## src/rtl/hazard_scoreboard_pkg.sv

```systemverilog
// Shared pipeline constants and scoreboard types, used by the decoder-side hazard logic.
package pipeline_pkg;

    localparam int REG_ADDR_W = 5;
    localparam int NUM_REGS   = 32;
    localparam int SB_CNT_W   = 2;

    typedef enum logic [1:0] {
        RUN   = 2'd0,
        DRAIN = 2'd1,
        DONE  = 2'd2,
        HOLD  = 2'd3
    } sb_state_e;

endpackage

```

## src/rtl/hazard_scoreboard_if.sv

```systemverilog
// Decode/writeback/drain handshake between the pipeline (master) and the hazard scoreboard (slave).
interface hazard_scoreboard_if;
    import pipeline_pkg::*;

    logic                  id_valid;
    logic [REG_ADDR_W-1:0] id_rs;
    logic [REG_ADDR_W-1:0] id_rt;
    logic                  id_uses_rs;
    logic                  id_uses_rt;
    logic [REG_ADDR_W-1:0] id_dest;
    logic                  id_reg_write;
    logic                  wb_valid;
    logic [REG_ADDR_W-1:0] wb_addr;
    logic                  drain_req;
    logic                  issue_stall;
    logic                  pc_hold;
    logic                  issue_fire;
    logic                  drain_done;
    logic                  busy_any;
    logic                  err_underflow;

    modport master (
        output id_valid, id_rs, id_rt, id_uses_rs, id_uses_rt, id_dest, id_reg_write,
        output wb_valid, wb_addr, drain_req,
        input  issue_stall, pc_hold, issue_fire, drain_done, busy_any, err_underflow
    );

    modport slave (
        input  id_valid, id_rs, id_rt, id_uses_rs, id_uses_rt, id_dest, id_reg_write,
        input  wb_valid, wb_addr, drain_req,
        output issue_stall, pc_hold, issue_fire, drain_done, busy_any, err_underflow
    );

endinterface

```

## src/rtl/hazard_scoreboard_reg_pending_counter.sv

```systemverilog
// Saturating pending-write counter for one architectural register.
module reg_pending_counter #(
    parameter int CNT_W = 2
) (
    input  logic clk,
    input  logic reset,
    input  logic inc,
    input  logic dec,
    output logic full,
    output logic underflow,
    output logic eff_nz,
    output logic nz_next
);

    logic [CNT_W-1:0] cnt;
    logic [CNT_W-1:0] cnt_eff;
    logic [CNT_W-1:0] cnt_nxt;

    // NOTE: every always_comb output gets a default first so no latch is inferred.
    always_comb begin
        cnt_eff = cnt;
        if (dec && cnt != '0) cnt_eff = cnt - CNT_W'(1);
        cnt_nxt = cnt;
        case ({inc, dec})
            2'b10:   cnt_nxt = full ? cnt : cnt + CNT_W'(1);
            2'b01:   cnt_nxt = cnt_eff;
            default: cnt_nxt = cnt;
        endcase
    end

    assign full      = &cnt;
    assign underflow = dec && (cnt == '0);
    assign eff_nz    = (cnt_eff != '0);
    assign nz_next   = (cnt_nxt != '0);

    // NOTE: state registers use non-blocking assignments so all flops sample together.
    always_ff @(posedge clk) begin
        if (!reset) cnt <= '0;
        else        cnt <= cnt_nxt;
    end

endmodule

```

## src/rtl/hazard_scoreboard.sv

```systemverilog
// Register-hazard scoreboard: per-register pending counters, decode stall and drain FSM.
module hazard_scoreboard #(
    parameter int NUM_REGS = pipeline_pkg::NUM_REGS,
    parameter int CNT_W    = pipeline_pkg::SB_CNT_W
) (
    input logic           clk,
    input logic           reset,
    hazard_scoreboard_if.slave sb
);
    import pipeline_pkg::*;

    sb_state_e           state;
    logic [NUM_REGS-1:0] inc;
    logic [NUM_REGS-1:0] dec;
    logic [NUM_REGS-1:0] full;
    logic [NUM_REGS-1:0] uf;
    logic [NUM_REGS-1:0] eff_nz;
    logic [NUM_REGS-1:0] nz_next;
    logic                rs_hit;
    logic                rt_hit;
    logic                dest_full;
    logic                stall;
    logic                fire;
    logic                busy_q;
    logic                done_q;
    logic                err_q;

    // Register 0 is hardwired zero: never tracked, never busy.
    assign inc[0]     = 1'b0;
    assign dec[0]     = 1'b0;
    assign full[0]    = 1'b0;
    assign uf[0]      = 1'b0;
    assign eff_nz[0]  = 1'b0;
    assign nz_next[0] = 1'b0;

    for (genvar r = 1; r < NUM_REGS; r++) begin : g_cnt
        assign inc[r] = fire && sb.id_reg_write && (sb.id_dest == REG_ADDR_W'(r));
        assign dec[r] = sb.wb_valid && (sb.wb_addr == REG_ADDR_W'(r));

        reg_pending_counter #(.CNT_W(CNT_W)) u_cnt (
            .clk       (clk),
            .reset     (reset),
            .inc       (inc[r]),
            .dec       (dec[r]),
            .full      (full[r]),
            .underflow (uf[r]),
            .eff_nz    (eff_nz[r]),
            .nz_next   (nz_next[r])
        );
    end

    // Sources see the same-cycle writeback; the destination limit uses the raw count.
    assign rs_hit    = sb.id_uses_rs && eff_nz[sb.id_rs];
    assign rt_hit    = sb.id_uses_rt && eff_nz[sb.id_rt];
    assign dest_full = sb.id_reg_write && (sb.id_dest != '0) && full[sb.id_dest];
    assign stall     = sb.id_valid && (rs_hit || rt_hit || dest_full || (state != RUN));
    assign fire      = sb.id_valid && !stall;

    always_ff @(posedge clk) begin
        if (!reset) begin
            state  <= RUN;
            busy_q <= 1'b0;
            done_q <= 1'b0;
            err_q  <= 1'b0;
        end else begin
            busy_q <= |nz_next;
            err_q  <= err_q | (|uf);
            done_q <= 1'b0;
            case (state)
                RUN:   if (sb.drain_req) state <= DRAIN;
                DRAIN: if (!(|nz_next)) begin
                    state  <= DONE;
                    done_q <= 1'b1;
                end
                DONE:  state <= sb.drain_req ? HOLD : RUN;
                HOLD:  if (!sb.drain_req) state <= RUN;
                default: state <= RUN;
            endcase
        end
    end

    assign sb.issue_stall   = stall;
    assign sb.pc_hold       = stall;
    assign sb.issue_fire    = fire;
    assign sb.drain_done    = done_q;
    assign sb.busy_any      = busy_q;
    assign sb.err_underflow = err_q;

endmodule
```

## src/flat_wrapper.sv

```systemverilog
// flat-port wrapper written by rule: the top's interface ports become plain ports
module hazard_scoreboard_flat import pipeline_pkg::*;
#(
    parameter int NUM_REGS = pipeline_pkg::NUM_REGS,
    parameter int CNT_W    = pipeline_pkg::SB_CNT_W
)
  (clk, reset, sb_id_valid, sb_id_rs, sb_id_rt, sb_id_uses_rs, sb_id_uses_rt, sb_id_dest, sb_id_reg_write, sb_wb_valid, sb_wb_addr, sb_drain_req, sb_issue_stall, sb_pc_hold, sb_issue_fire, sb_drain_done, sb_busy_any, sb_err_underflow);
  hazard_scoreboard_if sb_i ();
  input logic clk;
  input logic reset;
  input wire logic [$bits(sb_i.id_valid)-1:0] sb_id_valid;
  input wire logic [$bits(sb_i.id_rs)-1:0] sb_id_rs;
  input wire logic [$bits(sb_i.id_rt)-1:0] sb_id_rt;
  input wire logic [$bits(sb_i.id_uses_rs)-1:0] sb_id_uses_rs;
  input wire logic [$bits(sb_i.id_uses_rt)-1:0] sb_id_uses_rt;
  input wire logic [$bits(sb_i.id_dest)-1:0] sb_id_dest;
  input wire logic [$bits(sb_i.id_reg_write)-1:0] sb_id_reg_write;
  input wire logic [$bits(sb_i.wb_valid)-1:0] sb_wb_valid;
  input wire logic [$bits(sb_i.wb_addr)-1:0] sb_wb_addr;
  input wire logic [$bits(sb_i.drain_req)-1:0] sb_drain_req;
  output wire logic [$bits(sb_i.issue_stall)-1:0] sb_issue_stall;
  output wire logic [$bits(sb_i.pc_hold)-1:0] sb_pc_hold;
  output wire logic [$bits(sb_i.issue_fire)-1:0] sb_issue_fire;
  output wire logic [$bits(sb_i.drain_done)-1:0] sb_drain_done;
  output wire logic [$bits(sb_i.busy_any)-1:0] sb_busy_any;
  output wire logic [$bits(sb_i.err_underflow)-1:0] sb_err_underflow;
  assign sb_i.id_valid = sb_id_valid;
  assign sb_i.id_rs = sb_id_rs;
  assign sb_i.id_rt = sb_id_rt;
  assign sb_i.id_uses_rs = sb_id_uses_rs;
  assign sb_i.id_uses_rt = sb_id_uses_rt;
  assign sb_i.id_dest = sb_id_dest;
  assign sb_i.id_reg_write = sb_id_reg_write;
  assign sb_i.wb_valid = sb_wb_valid;
  assign sb_i.wb_addr = sb_wb_addr;
  assign sb_i.drain_req = sb_drain_req;
  assign sb_issue_stall = sb_i.issue_stall;
  assign sb_pc_hold = sb_i.pc_hold;
  assign sb_issue_fire = sb_i.issue_fire;
  assign sb_drain_done = sb_i.drain_done;
  assign sb_busy_any = sb_i.busy_any;
  assign sb_err_underflow = sb_i.err_underflow;
  hazard_scoreboard #(.NUM_REGS(NUM_REGS), .CNT_W(CNT_W)) u_core (.clk(clk), .reset(reset), .sb(sb_i));
endmodule
```

## config.mk

```make
export PLATFORM = sky130hd
export DESIGN_NAME = hazard_scoreboard_flat
export DESIGN_NICKNAME = d
export VERILOG_FILES = /design/src/rtl/hazard_scoreboard_pkg.sv /design/src/rtl/hazard_scoreboard_if.sv /design/src/rtl/hazard_scoreboard_reg_pending_counter.sv /design/src/rtl/hazard_scoreboard.sv /design/src/flat_wrapper.sv
export SDC_FILE = /design/constraint.sdc
export NUM_CORES = 1
export LEC_CHECK = 0
export ABC_AREA = 1
export BUFFER_PORTS_ARGS = -buffer_cell sky130_fd_sc_hd__buf_2
export CORE_ASPECT_RATIO = 0.6
export CORE_MARGIN = 4
export CORE_UTILIZATION = 55
export CTS_BUF_LIST = sky130_fd_sc_hd__clkbuf_4 sky130_fd_sc_hd__clkbuf_8
export CTS_CLUSTER_SIZE = 40
export DETAILED_ROUTE_END_ITERATION = 8
export PLACE_DENSITY = 0.72
export SYNTH_ARGS = -nofsm -noshare
export SYNTH_HDL_FRONTEND = slang
export SYNTH_SLANG_ARGS = --single-unit
```

## constraint.sdc

```tcl
create_clock -name clk -period 5.7 [get_ports clk]
set_input_delay 0.855 -clock clk [delete_from_list [all_inputs] [get_ports clk]]
set_output_delay 0.855 -clock clk [all_outputs]
set_load 0.02 [all_outputs]
```

=== Word level (Yosys, flattened, before mapping) ===
Cells that the tools add are included.

* Bits in registers: 67
* Logic and storage cells: 633

* Equality and inequality tests: 130
* Reductions and logical operators: 297
* $lt $le $gt $ge: 3
* Multiplexer cells: 105
* Bitwise gates (word level): 1
* $add $sub $neg: 62

{| class="wikitable"
|+ Operator list
! operator !! count
|-
| nonzero test 2 bit || 94
|-
| == test 5 bit, second input constant || 32
|-
| two-way mux 2 bit || 66
|-
| logical AND 1 bit || 131
|-
| one-hot mux 2 bit (2 select lines) || 31
|-
| == test 5 x 4 -> 1 bit, second input constant || 16
|-
| == test 2 bit, second input constant || 33
|-
| == test 2 x 1 -> 1 bit, second input constant || 32
|-
| logical NOT 2 bit || 32
|-
| AND reduction 2 bit || 32
|-
| adder 2 x 1 -> 2 bit, second input constant || 31
|-
| OR reduction 31 bit || 2
|-
| subtractor 2 x 1 -> 2 bit, second input constant || 31
|-
| == test 5 x 3 -> 1 bit, second input constant || 8
|-
| == test 5 x 2 -> 1 bit, second input constant || 4
|-
| < comparator 5 x 6 -> 1 bit, second input constant || 3
|-
| binary-select mux 1 bit (select 5 bit) || 3
|-
| == test 5 x 1 -> 1 bit, second input constant || 2
|-
| one-hot mux 2 bit (4 select lines) || 1
|-
| inequality test 2 bit, second input constant || 3
|-
| nonzero test 5 bit || 1
|-
| two-way mux 1 bit || 4
|-
| logical OR 1 bit || 3
|-
| AND reduction 3 bit || 1
|-
| other kinds (2) || 2
|}

=== Longest topological paths before layout ===
* Depth after elaboration: 22
* Mapped depth: 32

=== Modules after synthesis ===
Synthesis repeated with hierarchy kept, for this count alone.

* Cell total of the unflattened synthesis: 1536
* Area total of the unflattened synthesis: 9185.1 um^2

{| class="wikitable"
|+ Modules (own cells, without submodules)
! module !! area an instance (um^2) !! times used !! cells each
|-
| reg_pending_counter || 220.2 || 31 || 35
|-
| hazard_scoreboard || 2358.5 || 1 || 451
|}

=== Worst setup path before layout ===
Ideal clock, no wire load.

* Kind: input to register
* Start point: input sb_wb_addr[1]
* End point: register u_core.state[1]
* Path buffers: 1
* Library setup time: 0.058 ns
* Data arrival time: 3.875 ns
* Cell stages on the path: 27
* Path slack: 1.767 ns
* Cell sequence: inv_1 nand2_1 nor2_1 nand4_1 nand2_1 nand2_1 nand2_1 nand3_1 nand3_1 nand3_1 a21oi_1 nor2_2 nor3_4 buf_4 nand3_1 ha_1 inv_1 o21ai_0 o22ai_1 nand2_1 nor2_1 nand4_1 nor2_1 nand2_1 nor2_1 nand3_1 nand2_1

* Word-level cells in the longest chain between the ends: 22
* Elaborated cells between the ends (all ways): 326

{| class="wikitable"
|+ Ends and longest elaborated chain
! item !! line !! source
|-
| from (decl) || flat_wrapper.sv:19 || <nowiki>input wire logic [$bits(sb_i.wb_addr)-1:0] sb_wb_addr;</nowiki>
|-
| == test 5 x 1 -> 1 bit (tied with other cells) || hazard_scoreboard.sv:38 || <nowiki>assign dec[r] = sb.wb_valid && (sb.wb_addr == REG_ADDR_W'(r));</nowiki>
|-
| logical AND 1 bit || hazard_scoreboard.sv:38 ||
|-
| logical AND 1 bit || hazard_scoreboard_reg_pending_counter.sv:22 || <nowiki>if (dec && cnt != '0) cnt_eff = cnt - CNT_W'(1);</nowiki>
|-
| two-way mux 2 bit || hazard_scoreboard_reg_pending_counter.sv:22 ||
|-
| nonzero test 2 bit || hazard_scoreboard_reg_pending_counter.sv:33 || <nowiki>assign eff_nz = (cnt_eff != '0);</nowiki>
|-
| binary-select mux 1 bit (select 5 bit) (on tied branches) || hazard_scoreboard.sv:53, hazard_scoreboard.sv:54 ||
|-
| two-way mux 1 bit (on tied branches) || hazard_scoreboard.sv:53, hazard_scoreboard.sv:54 ||
|-
| logical AND 1 bit (on tied branches) || hazard_scoreboard.sv:53, hazard_scoreboard.sv:54 ||
|-
| [... 6 more ...] || n/a ||
|-
| net sb_issue_fire || flat_wrapper.sv:23 || <nowiki>output wire logic [$bits(sb_i.issue_fire)-1:0] sb_issue_fire;</nowiki>
|-
| logical AND 1 bit (*) || hazard_scoreboard.sv:37 || <nowiki>assign inc[r] = fire && sb.id_reg_write && (sb.id_dest == REG_ADDR_W'(r));</nowiki>
|-
| logical AND 1 bit || hazard_scoreboard.sv:37 ||
|-
| == test 2 x 1 -> 1 bit / == test 2 bit (equally long branches) || hazard_scoreboard_reg_pending_counter.sv:24 || <nowiki>case ({inc, dec})</nowiki>
|-
| one-hot mux 2 bit (2 select lines) || hazard_scoreboard_reg_pending_counter.sv:24 ||
|-
| nonzero test 2 bit || hazard_scoreboard_reg_pending_counter.sv:34 || <nowiki>assign nz_next = (cnt_nxt != '0);</nowiki>
|-
| OR reduction 31 bit (*) || hazard_scoreboard.sv:71 || <nowiki>DRAIN: if (!(|nz_next)) begin</nowiki>
|-
| inequality test 2 bit (no source line) (*) || n/a ||
|-
| AND reduction 3 bit (no source line) (*) || n/a ||
|-
| to (signal assigned) || hazard_scoreboard.sv:75 || <nowiki>DONE: state <= sb.drain_req ? HOLD : RUN;</nowiki>
|-
| to (decl) || hazard_scoreboard.sv:12 || <nowiki>sb_state_e state;</nowiki>
|}

The timed path passes the listed nets; every way through them passes the cells marked *. The select of a mux whose other input is x is not followed.
A chain may end at the register's enable or synchronous reset.

=== Final worst setup path ===
* Start point: input sb_wb_addr[0]
* End point: register u_core.state[1]

* Word-level cells in the longest chain between the ends: 22
* Elaborated cells between the ends (all ways): 326

{| class="wikitable"
|+ Ends and longest elaborated chain
! item !! line !! source
|-
| == test 5 x 1 -> 1 bit (tied with other cells) || hazard_scoreboard.sv:38 ||
|-
| logical AND 1 bit || hazard_scoreboard.sv:38 ||
|-
| logical AND 1 bit || hazard_scoreboard_reg_pending_counter.sv:22 ||
|-
| two-way mux 2 bit || hazard_scoreboard_reg_pending_counter.sv:22 ||
|-
| nonzero test 2 bit || hazard_scoreboard_reg_pending_counter.sv:33 ||
|-
| binary-select mux 1 bit (select 5 bit) (on tied branches) || hazard_scoreboard.sv:53, hazard_scoreboard.sv:54 ||
|-
| two-way mux 1 bit (on tied branches) || hazard_scoreboard.sv:53, hazard_scoreboard.sv:54 ||
|-
| logical AND 1 bit (on tied branches) || hazard_scoreboard.sv:53, hazard_scoreboard.sv:54 ||
|-
| [... 5 more ...] || n/a ||
|-
| logical AND 1 bit || hazard_scoreboard.sv:57 || <nowiki>assign fire = sb.id_valid && !stall;</nowiki>
|-
| logical AND 1 bit (2 in a row) || hazard_scoreboard.sv:37 ||
|-
| == test 2 x 1 -> 1 bit / == test 2 bit (equally long branches) || hazard_scoreboard_reg_pending_counter.sv:24 ||
|-
| one-hot mux 2 bit (2 select lines) || hazard_scoreboard_reg_pending_counter.sv:24 ||
|-
| nonzero test 2 bit || hazard_scoreboard_reg_pending_counter.sv:34 ||
|-
| OR reduction 31 bit (*) || hazard_scoreboard.sv:71 ||
|-
| inequality test 2 bit (no source line) (*) || n/a ||
|-
| AND reduction 3 bit (no source line) (*) || n/a ||
|}

Mark *: on every way between the ends. The rest lies on a longest branch, timed or not. The select of a mux whose other input is x is not followed.

==> impl_metrics.ini <==
[critical_path]
slowest_delay_ns = 0.48
start_kind = input port
setup.worst_path.end_class = flip-flop
critPathArrivalTime_ns = 5.69
crit_required_ns = 6.00
criticalPathCategory = in2reg
cp_max_fo = 18
slowest_stage = nor2_2
cpMostUsedCell = nand2_1
r2r_slack_ns = 0.86

[timing]
layout_min_cycle_time_ns = 5.39
min_period_over_period = 0.946
finalHoldViolations = 0
finalMaxSlewViolations = 0
slew_headroom = 0.283
setup-violations-final = 0
rsz0062_at_grt = false
worst_slack_ns = 0.310
max_freq_mhz = 186
tns_ns = 0
tightest_slew_ns = 1.07
fin_skew_ns = 0.0204

[floorplan]
top_level_ports = 34
die_area_mm2 = 0.0181
die_h_um = 106
fp.dieW_um = 171
coreArea_mm2 = 0.0155
start_util = 0.565
rows = 35

[power]
power_density_mw_per_mm2 = 128
p_leak_nw = 4.73
power_mw = 1.20
peakVddDrop_mv = 0.138

[yosys]
synthTopCellsByArea = ha_1 22%, dfxtp_1 15%, nand2_1 14%, inv_1 11%, nand3_1 9.6%
synth_seq_cells = 67
synth_enable_flop_cells = 0
syn-num-nets = 1637
synth.top_cell.area_share = 0.221
syn_area_mm2 = 0.00877
yosysWarnings = 0
ys_seq_area_frac = 0.153
synthCells = 1454
avgSynthCellArea_um2 = 6.03
yosys_most_used_dff = dfxtp_1
netlist.top_cell.by_area = ha_1
async_reset_ff_frac = 0
synth.distinct_cells = 34

[layout]
n_antenna_cell = 0
num-nets-final = 1660
layout_common_cells = 321 x nand2_1, 264 x inv_1, 168 x nand3_1, 168 x nor2_1, 155 x ha_1
mostFrequentLayoutCell = nand2_1
fillers = 1550
area_delta_synth_final_pct = 6.75
drive_gt1_frac = 0.0587

[cts]
cts-root-buf = clkbuf_8
cts.clk_slew.worst_paths_ns = 0.07
clk_path_buf_depth = 2
insertion_delay_ns = 0.37
hold_buffers = 0
cts_buffers = 9
cts_tree = done
cts_sinks = 67
htreeDepth = 3

[route]
viasPerCell = 5.69
drt_first_iter_violations = 1195
ant_nets = 0
drt_wl_total_um = 28500
dr.pass1.iters = 6
vias = 9596
drc = 0
avgRoutedWirePerCell_um = 16.9

[global_route]
first_global_vias = 8350
grt_pass1_wl_um = 45200
grt_use_total = 0.313
busiest_layer = met1
grt_max_degree = 65
gr-usage-met3 = 0.0851
overflow = 0
grtUsageMet1 = 0.499
antenna_found_initial = 0
met2_usage = 0.410

[flow_run]
maxCapViolCount = 0

[placement]
io_buffers = 33
dp_slack_ns = 0.160
hpwl_um = 22100
gp_congestion = 0.970

[hold_path]
hold_path_class = reg2reg

[outcome]
status = complete, no violations
what timing repair did:
item                                    in CTS  in global routing
gates resized for setup                      0                  4
endpoints found under the setup margin       0                  4
setup buffers                                0                  0
cells by family (layout without fill, tap and decap cells):
| family | count (synthesis) | after routing | synth area share |
|---|---|---|---|
| adder cells (fa/ha/maj) | 155 | 155 | 0.221 |
| AO/OA/AOI/OAI | 167 | 167 | 0.112 |
| multiplexers | 2 | 2 | 0.00228 |
| buffers and inverters | 307 | 334 | 0.135 |
| AND/OR/NAND/NOR | 756 | 757 | 0.376 |
| flip-flops | 67 | 67 | 0.153 |
worst paths after layout:
kind              cells past startpoint                           from         endpoint
hold / removal                        2                u_core.state[1]  u_core.state[1]
setup / recovery                     32                  sb_wb_addr[0]  u_core.state[1]
hold reg to reg                       2                u_core.state[1]  u_core.state[1]
setup reg to reg                     31  u_core.g_cnt[15].u_cnt.cnt[0]  u_core.state[1]
metrics by stage:
stage / util / instance area (µm²) / cells / hold slack [ns]
finish: 0.604 / 9360 / 1685 / 0.472
global route: 0.604 / 9360 / 1685 / 0.489
CTS: 0.603 / 9340 / 1684 / 0.470
detailed placement: 0.590 / 9140 / 1668 / 0.460
global placement: 0.590 / 9140 / 1668 / 0.462
floorplan: - / 8770 / 1454 / 0.442
cell type report:
type	count	area, µm²	share of cell area
well taps	203	254	0.0271
clock inverters	5	52.6	0.00562
flip-flops and latches	67	1340	0.143
inverters	268	1010	0.108
multi-input cells	1081	6250	0.668
repair buffers	50	305	0.0326
clock buffers	11	145	0.0155
per-layer routing:
layer / part of all wire / wire, µm
met5: 0 / 0
met2: 0.37 / 10600
met3: 0.13 / 3780
met1: 0.48 / 13700
met4: 0.015 / 433
synth_stat cells (2+ instances only):
| cell type | n |
|---|---|
| nor3_1 | 13 |
| nand3_2 | 2 |
| nand3_1 | 168 |
| o211ai_1 | 30 |
| a21oi_1 | 39 |
| nand2_1 | 321 |
| nand4_1 | 66 |
| mux2i_1 | 2 |
| o221ai_1 | 3 |
| o22ai_1 | 35 |
| ha_1 | 155 |
| nor4_1 | 2 |
| nor2_1 | 172 |
| nor2_2 | 7 |
| o21ai_0 | 54 |
| nor2_4 | 2 |
| inv_2 | 2 |
| buf_2 | 6 |
| dfxtp_1 | 67 |
| buf_4 | 7 |
| clkinv_1 | 2 |
| clkbuf_1 | 24 |
| inv_1 | 264 |
registers in the layout (all words and copies together) (netlist names):
signal,count
u_core.state,2
u_core.g_cnt.u_cnt.cnt,62
u_core.sb.drain_done,1
u_core.sb.busy_any,1
u_core.sb.err_underflow,1
worst max-delay path: cells and delay by family:
| kind | cells | cell delay (ns) |
|---|---|---|
| adders and majority gates | 1 | 0.19 |
| AOI/OAI and AO/OA | 2 | 0.25 |
| buffers and inverters | 3 | 0.44 |
| and+or+nand+nor | 26 | 3.95 |
power breakdown:
group	internal [mW]	switching [mW]	total, mW
Sequential	0.477	0.00816	0.485
Clock	0.217	0.224	0.441
Combinational	0.0723	0.202	0.274
(Power assumes the default switching activity.)
